--- src/rtl/smvm_pkg.sv ---
// Shared constants for the SMVM stream transmitter: widths, state codes,
// nonzero-word field offsets and the start-configuration check.
package smvm_pkg;

    localparam int DW      = 8;
    localparam int VEC_MAX = 128;

    localparam int VAL_LSB = 0;
    localparam int COL_LSB = DW;
    localparam int IPV_BIT = 2*DW;

    localparam logic [2:0] S_IDLE = 3'd0;
    localparam logic [2:0] S_PRE  = 3'd1;
    localparam logic [2:0] S_HDR  = 3'd2;
    localparam logic [2:0] S_VEC  = 3'd3;
    localparam logic [2:0] S_MAT  = 3'd4;
    localparam logic [2:0] S_TERM = 3'd5;

    function automatic logic cfg_ok(input logic [DW-1:0] r, input logic [DW-1:0] c);
        return (r != '0) && (c != '0) && (32'(c) <= VEC_MAX);
    endfunction

endpackage

--- src/rtl/smvm_stream_tx.sv ---
// SMVM input-stream producer: header, dense vector, nonzero entries, terminator.
// Define SMVM_TX_COLCHK_EN to flag nonzero entries whose column is >= cols.
module smvm_stream_tx
    import smvm_pkg::*;
#(
    parameter int VEC_AW = 7,
    parameter int NZ_AW  = 12
) (
    input  logic                clk,
    input  logic                rst_n,
    input  logic                start,
    input  logic [DW-1:0]       rows,
    input  logic [DW-1:0]       cols,
    input  logic [NZ_AW:0]      nnz,
    output logic                busy,
    output logic                done,
    output logic                err_cfg,
    output logic                err_zero,
    output logic                err_col,
    output logic                vec_rd,
    output logic [VEC_AW-1:0]   vec_addr,
    input  logic [DW-1:0]       vec_rdata,
    output logic                nz_rd,
    output logic [NZ_AW-1:0]    nz_addr,
    input  logic [2*DW:0]       nz_rdata,
    output logic [DW-1:0]       val_out,
    output logic [DW-1:0]       col_out,
    output logic                ipv_out
);

    logic [2:0]       state;
    logic [DW-1:0]    rows_q;
    logic [DW-1:0]    cols_q;
    logic [NZ_AW:0]   nnz_q;
    logic [NZ_AW-1:0] rd_cnt;
    logic [NZ_AW-1:0] beat_cnt;

    logic          vec_last_rd;
    logic          nz_last_rd;
    logic          vec_last_beat;
    logic          nz_last_beat;
    logic          load_nz;
    logic [DW-1:0] nz_val;
    logic [DW-1:0] nz_col;
    logic          nz_ipv;

    assign nz_val = nz_rdata[VAL_LSB +: DW];
    assign nz_col = nz_rdata[COL_LSB +: DW];
    assign nz_ipv = nz_rdata[IPV_BIT];

    // One address counter serves both buffers; it restarts at the vector/nonzero handover.
    assign vec_addr = vec_rd ? rd_cnt[VEC_AW-1:0] : '0;
    assign nz_addr  = nz_rd  ? rd_cnt : '0;

    assign vec_last_rd   = (rd_cnt == NZ_AW'(cols_q - DW'(1)));
    assign nz_last_rd    = ({1'b0, rd_cnt} == nnz_q - (NZ_AW+1)'(1));
    assign vec_last_beat = (beat_cnt == NZ_AW'(cols_q - DW'(1)));
    assign nz_last_beat  = ({1'b0, beat_cnt} == nnz_q - (NZ_AW+1)'(1));

    always_comb begin
        load_nz = 1'b0;
        if (state == S_VEC && vec_last_beat && nnz_q != '0)
            load_nz = 1'b1;
        else if (state == S_MAT && !nz_last_beat)
            load_nz = 1'b1;
    end

`ifndef SMVM_TX_COLCHK_EN
    assign err_col = 1'b0;
`endif

    always_ff @(posedge clk or negedge rst_n) begin
        if (!rst_n) begin
            state    <= S_IDLE;
            rows_q   <= '0;
            cols_q   <= '0;
            nnz_q    <= '0;
            rd_cnt   <= '0;
            beat_cnt <= '0;
            busy     <= 1'b0;
            done     <= 1'b0;
            err_cfg  <= 1'b0;
            err_zero <= 1'b0;
`ifdef SMVM_TX_COLCHK_EN
            err_col  <= 1'b0;
`endif
            vec_rd   <= 1'b0;
            nz_rd    <= 1'b0;
            val_out  <= '0;
            col_out  <= '0;
            ipv_out  <= 1'b0;
        end else begin
            err_cfg <= 1'b0;
            done    <= 1'b0;
            val_out <= '0;
            col_out <= '0;
            ipv_out <= 1'b0;

            if (vec_rd) begin
                if (vec_last_rd) begin
                    vec_rd <= 1'b0;
                    rd_cnt <= '0;
                    nz_rd  <= (nnz_q != '0);
                end else begin
                    rd_cnt <= rd_cnt + NZ_AW'(1);
                end
            end else if (nz_rd) begin
                if (nz_last_rd)
                    nz_rd <= 1'b0;
                else
                    rd_cnt <= rd_cnt + NZ_AW'(1);
            end

            case (state)
                S_IDLE: begin
                    if (start) begin
                        if (cfg_ok(rows, cols)) begin
                            state    <= S_PRE;
                            busy     <= 1'b1;
                            vec_rd   <= 1'b1;
                            rd_cnt   <= '0;
                            rows_q   <= rows;
                            cols_q   <= cols;
                            nnz_q    <= nnz;
                            err_zero <= 1'b0;
`ifdef SMVM_TX_COLCHK_EN
                            err_col  <= 1'b0;
`endif
                        end else begin
                            err_cfg <= 1'b1;
                        end
                    end
                end
                S_PRE: begin
                    state   <= S_HDR;
                    val_out <= rows_q;
                    col_out <= cols_q;
                end
                S_HDR: begin
                    state    <= S_VEC;
                    val_out  <= vec_rdata;
                    beat_cnt <= '0;
                end
                S_VEC: begin
                    if (vec_last_beat) begin
                        beat_cnt <= '0;
                        if (nnz_q == '0) begin
                            state <= S_TERM;
                            done  <= 1'b1;
                            busy  <= 1'b0;
                        end else begin
                            state <= S_MAT;
                        end
                    end else begin
                        val_out  <= vec_rdata;
                        col_out  <= DW'(beat_cnt + NZ_AW'(1));
                        beat_cnt <= beat_cnt + NZ_AW'(1);
                    end
                end
                S_MAT: begin
                    if (nz_last_beat) begin
                        state <= S_TERM;
                        done  <= 1'b1;
                        busy  <= 1'b0;
                    end else begin
                        beat_cnt <= beat_cnt + NZ_AW'(1);
                    end
                end
                S_TERM:  state <= S_IDLE;
                default: state <= S_IDLE;
            endcase

            // A zero value becomes the terminator beat and cancels the read still in flight.
            if (load_nz) begin
                if (nz_val == '0) begin
                    state    <= S_TERM;
                    done     <= 1'b1;
                    busy     <= 1'b0;
                    nz_rd    <= 1'b0;
                    err_zero <= 1'b1;
                end else begin
                    val_out <= nz_val;
                    col_out <= nz_col;
                    ipv_out <= nz_ipv;
`ifdef SMVM_TX_COLCHK_EN
                    if (nz_col >= cols_q)
                        err_col <= 1'b1;
`endif
                end
            end
        end
    end

endmodule

--- config.mk ---
export PLATFORM = sky130hd
export DESIGN_NAME = smvm_stream_tx
export DESIGN_NICKNAME = d
export VERILOG_FILES = /design/src/rtl/smvm_pkg.sv /design/src/rtl/smvm_stream_tx.sv
export SDC_FILE = /design/constraint.sdc
export NUM_CORES = 1
export LEC_CHECK = 0
export CELL_PAD_IN_SITES_DETAIL_PLACEMENT = 1
export CELL_PAD_IN_SITES_GLOBAL_PLACEMENT = 1
export CORE_AREA = 2 2 85 169
export DETAILED_ROUTE_END_ITERATION = 7
export DIE_AREA = 0 0 87 171
export PLACE_DENSITY = 0.82
export RECOVER_POWER = 50
export SLEW_MARGIN = 15
export SYNTH_ARGS = -nofsm -noshare
export SYNTH_HDL_FRONTEND = slang
export SYNTH_SLANG_ARGS = --single-unit
--- constraint.sdc ---
create_clock -name clk -period 5 [get_ports clk]
set_input_delay 0.75 -clock clk [delete_from_list [all_inputs] [get_ports clk]]
set_output_delay 0.75 -clock clk [all_outputs]
set_load 0.01 [all_outputs]
==> results.yml, run 1 <==
routing:
  routed_wl_mm: 16.48
  drt_iter0_drc: 247
  num_vias: 4684
  dr.pass1.iters: 4
  wire_per_inst_um: 20.79
  drc: 0
  final_antenna_net_count: 0
  avgViaCountPerCell: 5.907
layout:
  final_area_mm2: 0.006680
  fillers: 1511
  final_cell_mix: "79 x dfrtp_1, 76 x clkdlybuf4s50_1, 33 x mux2_2"
  layout-drive-gt1-share_pct: 11.32
  area_growth_pct: 24.83
  final_common_cell: "dfrtp_1"
  final_nets: 692
  final_cell_count_no_fill: 793
  diodes: 0
synthesis:
  syn_nets: 628
  syn_area_per_cell_um2: 9.438
  synth_cell_type_count: 70
  yosys_warnings: 0
  synth_top_area_share_pct: 36.94
  syn-cell-area_mm2: 0.005351
  yosys_most_used_dff: "dfrtp_1"
  synth-async-reset-ratio_pct: 100.0
  synth_top_cell_by_area: "dfrtp_1"
  netlist_instances: 567
  ys_top_cells_by_area: "dfrtp_1 37%, mux2_2 6.9%, xnor2_1 4.7%, and2_1 3.0%, clkbuf_1 2.7%"
  ys_seq_elements: 79
  ys_seq_area_share_pct: 36.94
  synth_edf_count: 0
critical_path:
  cp_data_required_time_ns: 5.18
  start_kind: "register"
  r2r-end: "err_zero$_DFF_PN0_"
  cp_slowest_cell: "a22oi_1"
  rr_startpoint: "nnz_q[0]$_DFFE_PN0P_"
  cp_top_family: "simple AND/OR/NAND/NOR gates"
  worstSetupEndpointType: "register"
  critical_path_class: "register to register"
  regToRegSetupSlack_ns: 1.12
  worstPathArrival_ns: 4.06
  cp_cell_sequence: "inv_1 -> ha_1 -> or3b_4 -> or4_1 -> a211oi_1 -> nand4_1 -> or3_1 -> a22oi_1 -> o21ai_0"
  worst-path-buf-inv: 1
  ff2ff_path_depth: 9
  max_stage_delay_ns: 0.77
  worst-path-max-fanout: 11
  critical_path.startpoint: "nnz_q[0]$_DFFE_PN0P_"
die:
  die_h_um: 171
  std_cell_rows: 61
  initial_core_util_pct: 39.17
  die_area_mm2: 0.01488
  pin_count: 100
  die_w_um: 87
  fp.coreArea_mm2: 0.01366
clock_network:
  cts_tree: "done"
  h-tree-depth: 3
  clk_pin_slew_ns: 0.07
  clock_path_buffers: 2
  numCtsBuffers: 9
  clock-sinks: 79
  cts-resized-gates: 0
  cts_hold_buf: 0
  post_cts_buffers: 0
  clk_latency_ns: 0.35
  cts.root.buffer_cell: "clkbuf_16"
global_route:
  grt_util_met1_pct: 27.59
  grtUsageTotal_pct: 22.83
  grt_pass1_wl_mm: 26.38
  grt_overflow: 0
  met2_usage_pct: 40.66
  grt_max_degree: 80
  antenna_found_initial: 0
  grt_pass1_vias: 4914
  busiest_layer: "met2"
  use_met3_pct: 2.653
power_and_ir_drop:
  fin_total_pwr_mw: 2.086
  p_leak_nw: 2.883
  ir_drop_uv: 159.6
  power_density_mw_per_mm2: 312.3
timing:
  finalCritPeriodShare_pct: 77.54
  fmax_mhz: 257.9
  hold_violations: 0
  worst_clock_skew_ns: 0.01028
  tightest_slew_ns: 2.026
  setup_slack_ns: 1.123
  slew_violations: 80
  min_period_ns: 3.877
  relSlewSlack_pct: -35.08
  rsz0062_at_grt: "false"
  fin_setup_tns_ns: 0
  setup_viol: 0
worst_hold_path:
  holdPathStages: 1
  min_to: "rows_q[3]$_DFFE_PN0P_"
  min_path_type: "register to register"
  worstHoldStart: "rows_q[3]$_DFFE_PN0P_"
placement:
  hpwl_mm: 12.28
  place.gp.congestion: 0.8519
  port-buffer-count: 98
  post-place-ws_ns: 1.190
  placed_cells: 777
  dpl-instance-area_mm2: 0.006349
status:
  outcome: "finished with violations"
  violations: "capacitance limit, slew limit"
run:
  maxCapViolCount: 1
==> flip-flops by register name, indices dropped and copies added (netlist names), 3 cells and up <==
signal and cells:
beat_cnt 12, col_out 8, state 3, rows_q 8, cols_q 8, rd_cnt 12
val_out 8, nnz_q 13
==> worst max path at each step <==
| stage | to | slack, ns | depth (start not counted) |
|---|---|---|---|
| detailed placement | err_zero$_DFF_PN0_ | 1.19 | 9 |
| CTS | err_zero$_DFF_PN0_ | 1.17 | 9 |
| global placement | err_zero$_DFF_PN0_ | 1.38 | 9 |
| global route | err_zero$_DFF_PN0_ | 0.90 | 9 |
| floorplan | col_out[2]$_DFF_PN0_ | 1.71 | 12 |
| finish | err_zero$_DFF_PN0_ | 1.12 | 9 |
==> power breakdown <==
group / internal [mW] / leakage [nW] / switching, mW / total [mW]
clock network: 0.449 / 0.164 / 0.302 / 0.752
registers: 0.684 / 0.985 / 0.140 / 0.824
logic: 0.287 / 1.73 / 0.223 / 0.510
total: 1.42 / 2.88 / 0.665 / 2.09
==> synthesized netlist by cell type (3+ instances only) <==
cell	number
mux2_2	33
nor3_1	13
a211oi_1	6
o21ai_0	27
dfrtp_1	79
clkbuf_1	39
a21oi_1	13
xnor2_1	29
ha_1	4
xor2_1	12
nand4b_1	3
and2_1	26
mux2i_1	4
buf_2	4
xnor3_1	5
and4_1	3
nand4_1	4
or2_2	7
nand3_1	20
inv_1	23
o31ai_1	8
nand2_1	28
nor2_1	21
nor3b_1	5
nor2b_1	9
o211ai_1	6
or3_1	7
nand2b_1	11
a22oi_1	9
a21boi_0	8
a221o_1	8
nor4_1	11
o41ai_1	3
nand3b_1	4
and3_1	12
a31oi_1	5
or4_1	13
mux2_4	4
==> kinds of logic after synthesis <==
kind of cell,count (synthesis),synth area share (%)
xor gates and xnor gates,46,8.815
AOI/OAI and AO/OA,116,15.90
DFF,79,36.94
muxes,41,8.815
adders and majority gates,4,0.9353
and+or+nand+nor,210,23.31
buffers and inverters,70,5.214
other,1,0.07008
==> final cells by class <==
| cell class | count | area, um^2 | area share, % |
|---|---|---|---|
| multi-input cells | 418 | 3095 | 46.34 |
| flip-flops and latches | 79 | 1977 | 29.59 |
| repair buffers | 100 | 991.0 | 14.83 |
| clock buffers | 9 | 225.2 | 3.371 |
| well taps | 157 | 196.4 | 2.941 |
| clock inverters | 7 | 108.9 | 1.630 |
| inverters | 23 | 86.33 | 1.292 |
==> metrics by stage <==
step           utilization (%)  hold WS, ns
2_1_floorplan                -       0.4544
3_3_place_gp             46.47       0.4744
3_5_place_dp             46.47       0.4966
4_1_cts                  48.91       0.5118
5_1_grt                  48.90       0.5320
6_report                 48.90       0.5093
==> metal layers <==
layer / up-vias / routed length [um]
met3: 26 / 613
li1: 2188 / -
met5: - / 0
met1: 2353 / 6651
met4: 0 / 465
met2: 117 / 8754
No activity file was read; power rests on OpenSTA's default activity.
==> run 2: changes to the inputs <==
- CORE_AREA: 2 2 85 169 -> 2 2 89 176
- DIE_AREA: 0 0 87 171 -> 0 0 91 178
- PLACE_DENSITY: 0.82 -> 0.79
- clock period: 5 -> 3.5 ns (I/O delays scaled with it)
==> run 2 against run 1 <==
Effect of this change:
- the flow still finishes with violations (capacitance limit, slew limit)
- combinational power increased by 76%
- first-iteration DRC count decreased by 26%
- cell count increased by 9.1%
- clock skew increased by 0.00051 ns
- die area increased by 8.9%
- wire length increased by 13%
==> results.yml, run 2 (synthesis gave the netlist of run 1 again) <==
timing:
  worst_clock_skew_ns: 0.01079
  relSlewSlack_pct: -36.82
  min_period_ns: 3.376
  rsz0062_at_grt: "true"
  setup_viol: 0
  fmax_mhz: 296.2
  tightest_slew_ns: 2.052
  finalCritPeriodShare_pct: 96.46
  hold_violations: 0
  slew_violations: 33
layout:
  final_nets: 726
  regMostFlops: "nnz_q"
  diodes: 0
  area_growth_pct: 30.04
  final_common_cell: "dfrtp_1"
  largest_reg_flops: 13
  final_cell_count_no_fill: 865
  fillers: 1748
  layout-drive-gt1-share_pct: 15.97
  top_regs: "nnz_q: 13 flops, beat_cnt: 12 flops, rd_cnt: 12 flops"
  final_cell_mix: "79 x dfrtp_1, 77 x clkdlybuf4s50_1, 33 x mux2_2, 33 x buf_4, 29 x xnor2_1"
placement:
  placed_cells: 848
  place.gp.congestion: 0.9360
  hpwl_mm: 14.85
  port-buffer-count: 98
clock_network:
  cts.root.buffer_cell: "clkbuf_16"
  clock_path_buffers: 2
  numCtsBuffers: 9
  clk_pin_slew_ns: 0.06
  clk_latency_ns: 0.34
  cts_tree: "done"
  h-tree-depth: 3
  clock-sinks: 79
power_and_ir_drop:
  fin_total_pwr_mw: 2.953
  ir_drop_uv: 252.7
  power_density_mw_per_mm2: 424.4
  p_leak_nw: 3.040
critical_path:
  worstPathArrival_ns: 3.59
  critical_path_class: "register to register"
  worst-path-max-fanout: 6
  start_kind: "register"
  cp_data_required_time_ns: 3.72
  worstSetupEndpointType: "register"
die:
  initial_core_util_pct: 36.11
  fp.coreArea_mm2: 0.01482
  std_cell_rows: 63
  die_h_um: 178
  die_w_um: 91
  die_area_mm2: 0.01620
  pin_count: 100
routing:
  routed_wl_mm: 18.70
  dr.pass1.iters: 4
  wire_per_inst_um: 21.62
  avgViaCountPerCell: 5.743
  num_vias: 4968
  drt_iter0_drc: 182
  drc: 0
  final_antenna_net_count: 0
global_route:
  use_met3_pct: 3.802
  grt_max_degree: 33
  grtUsageTotal_pct: 23.65
  antenna_found_initial: 0
  grt_pass1_vias: 5584
  grt_overflow: 0
  busiest_layer: "met2"
  grt_pass1_wl_mm: 29.60
  grt_util_met1_pct: 21.79
  met2_usage_pct: 47.31
status:
  violations: "capacitance limit, slew limit"
  outcome: "finished with violations"
worst_hold_path:
  min_path_type: "register to register"
run:
  maxCapViolCount: 1
==> run 2: cell types whose count changed in the layout (fill, tap and decap cells not counted), moves of 2 or more <==
| cell | previous run | this run |
|---|---|---|
| clkinv_2 | 0 | 2 |
| clkbuf_1 | 0 | 2 |
| inv_8 | 2 | 0 |
| buf_4 | 2 | 33 |
| inv_6 | 2 | 0 |
| clkbuf_8 | 0 | 2 |
==> run 2: worst paths after layout <==
kind                                 startpoint                       to  slack (ns)  cells past startpoint
max                        nnz_q[1]$_DFFE_PN0P_  beat_cnt[3]$_DFFE_PN0P_        0.12                     10
min in group asynchronous                 rst_n  beat_cnt[9]$_DFFE_PN0P_        0.77                      1
min reg2reg                  err_zero$_DFF_PN0_       err_zero$_DFF_PN0_        0.51                      2
min                          err_zero$_DFF_PN0_       err_zero$_DFF_PN0_        0.51                      2
max in group asynchronous                 rst_n  beat_cnt[6]$_DFFE_PN0P_        0.94                      2
max reg2reg                nnz_q[1]$_DFFE_PN0P_  beat_cnt[3]$_DFFE_PN0P_        0.12                     10
==> run 2: final cells by class <==
cell class                 instances  area (um^2)  area share, %
sequential                        79         1977          28.41
inverter                          23        86.33          1.241
clock buffer                      11        252.7          3.632
tap                              195        244.0          3.506
timing repair buffer             134         1236          17.76
multi-input combinational        418         3107          44.64
clock inverter                     5        56.30         0.8091
==> run 2: critical path: stages (launching register included) <==
cell,delay (ns)
dfrtp_1,0.39
inv_1,0.06
ha_1,0.22
or3b_4,0.44
or4_1,0.48
a211oi_1,0.25
nand4_1,0.17
or3_1,0.45
buf_4,0.17
a21oi_2,0.24
mux2_2,0.38
==> run 2: metrics by stage <==
step,cell area (um^2),util [%],TNS (ns),worst slack [ns],hold WS (ns)
5_1_grt,6959,46.96,-0.01380,-0.01380,0.5269
4_1_cts,6953,46.92,0,0.1386,0.1588
2_1_floorplan,5351,-,0,0.2106,0.2294
6_report,6959,46.96,0,0.1241,0.5059
3_3_place_gp,6644,44.83,0,0.2677,0.4792
3_5_place_dp,6644,44.83,0,0.1684,0.4987
==> run 2: power breakdown <==
| part | internal (mW) | switching, mW |
|---|---|---|
| logic | 0.457 | 0.441 |
| registers | 0.980 | 0.100 |
| clock network | 0.590 | 0.385 |
| total | 2.03 | 0.927 |
==> run 2: layer usage <==
layer  up-vias  wire length, um
met5         -                0
li1       2265                -
met1      2506             6026
met4         0              984
met3        59              637
met2       138            11050
==> run 2: repair_timing <==
action / in CTS / in global routing
setup buffers: 0 / 0
gates resized for setup: 0 / 4
endpoints found under the setup margin: 0 / 2
hold buffers: 0 / 0
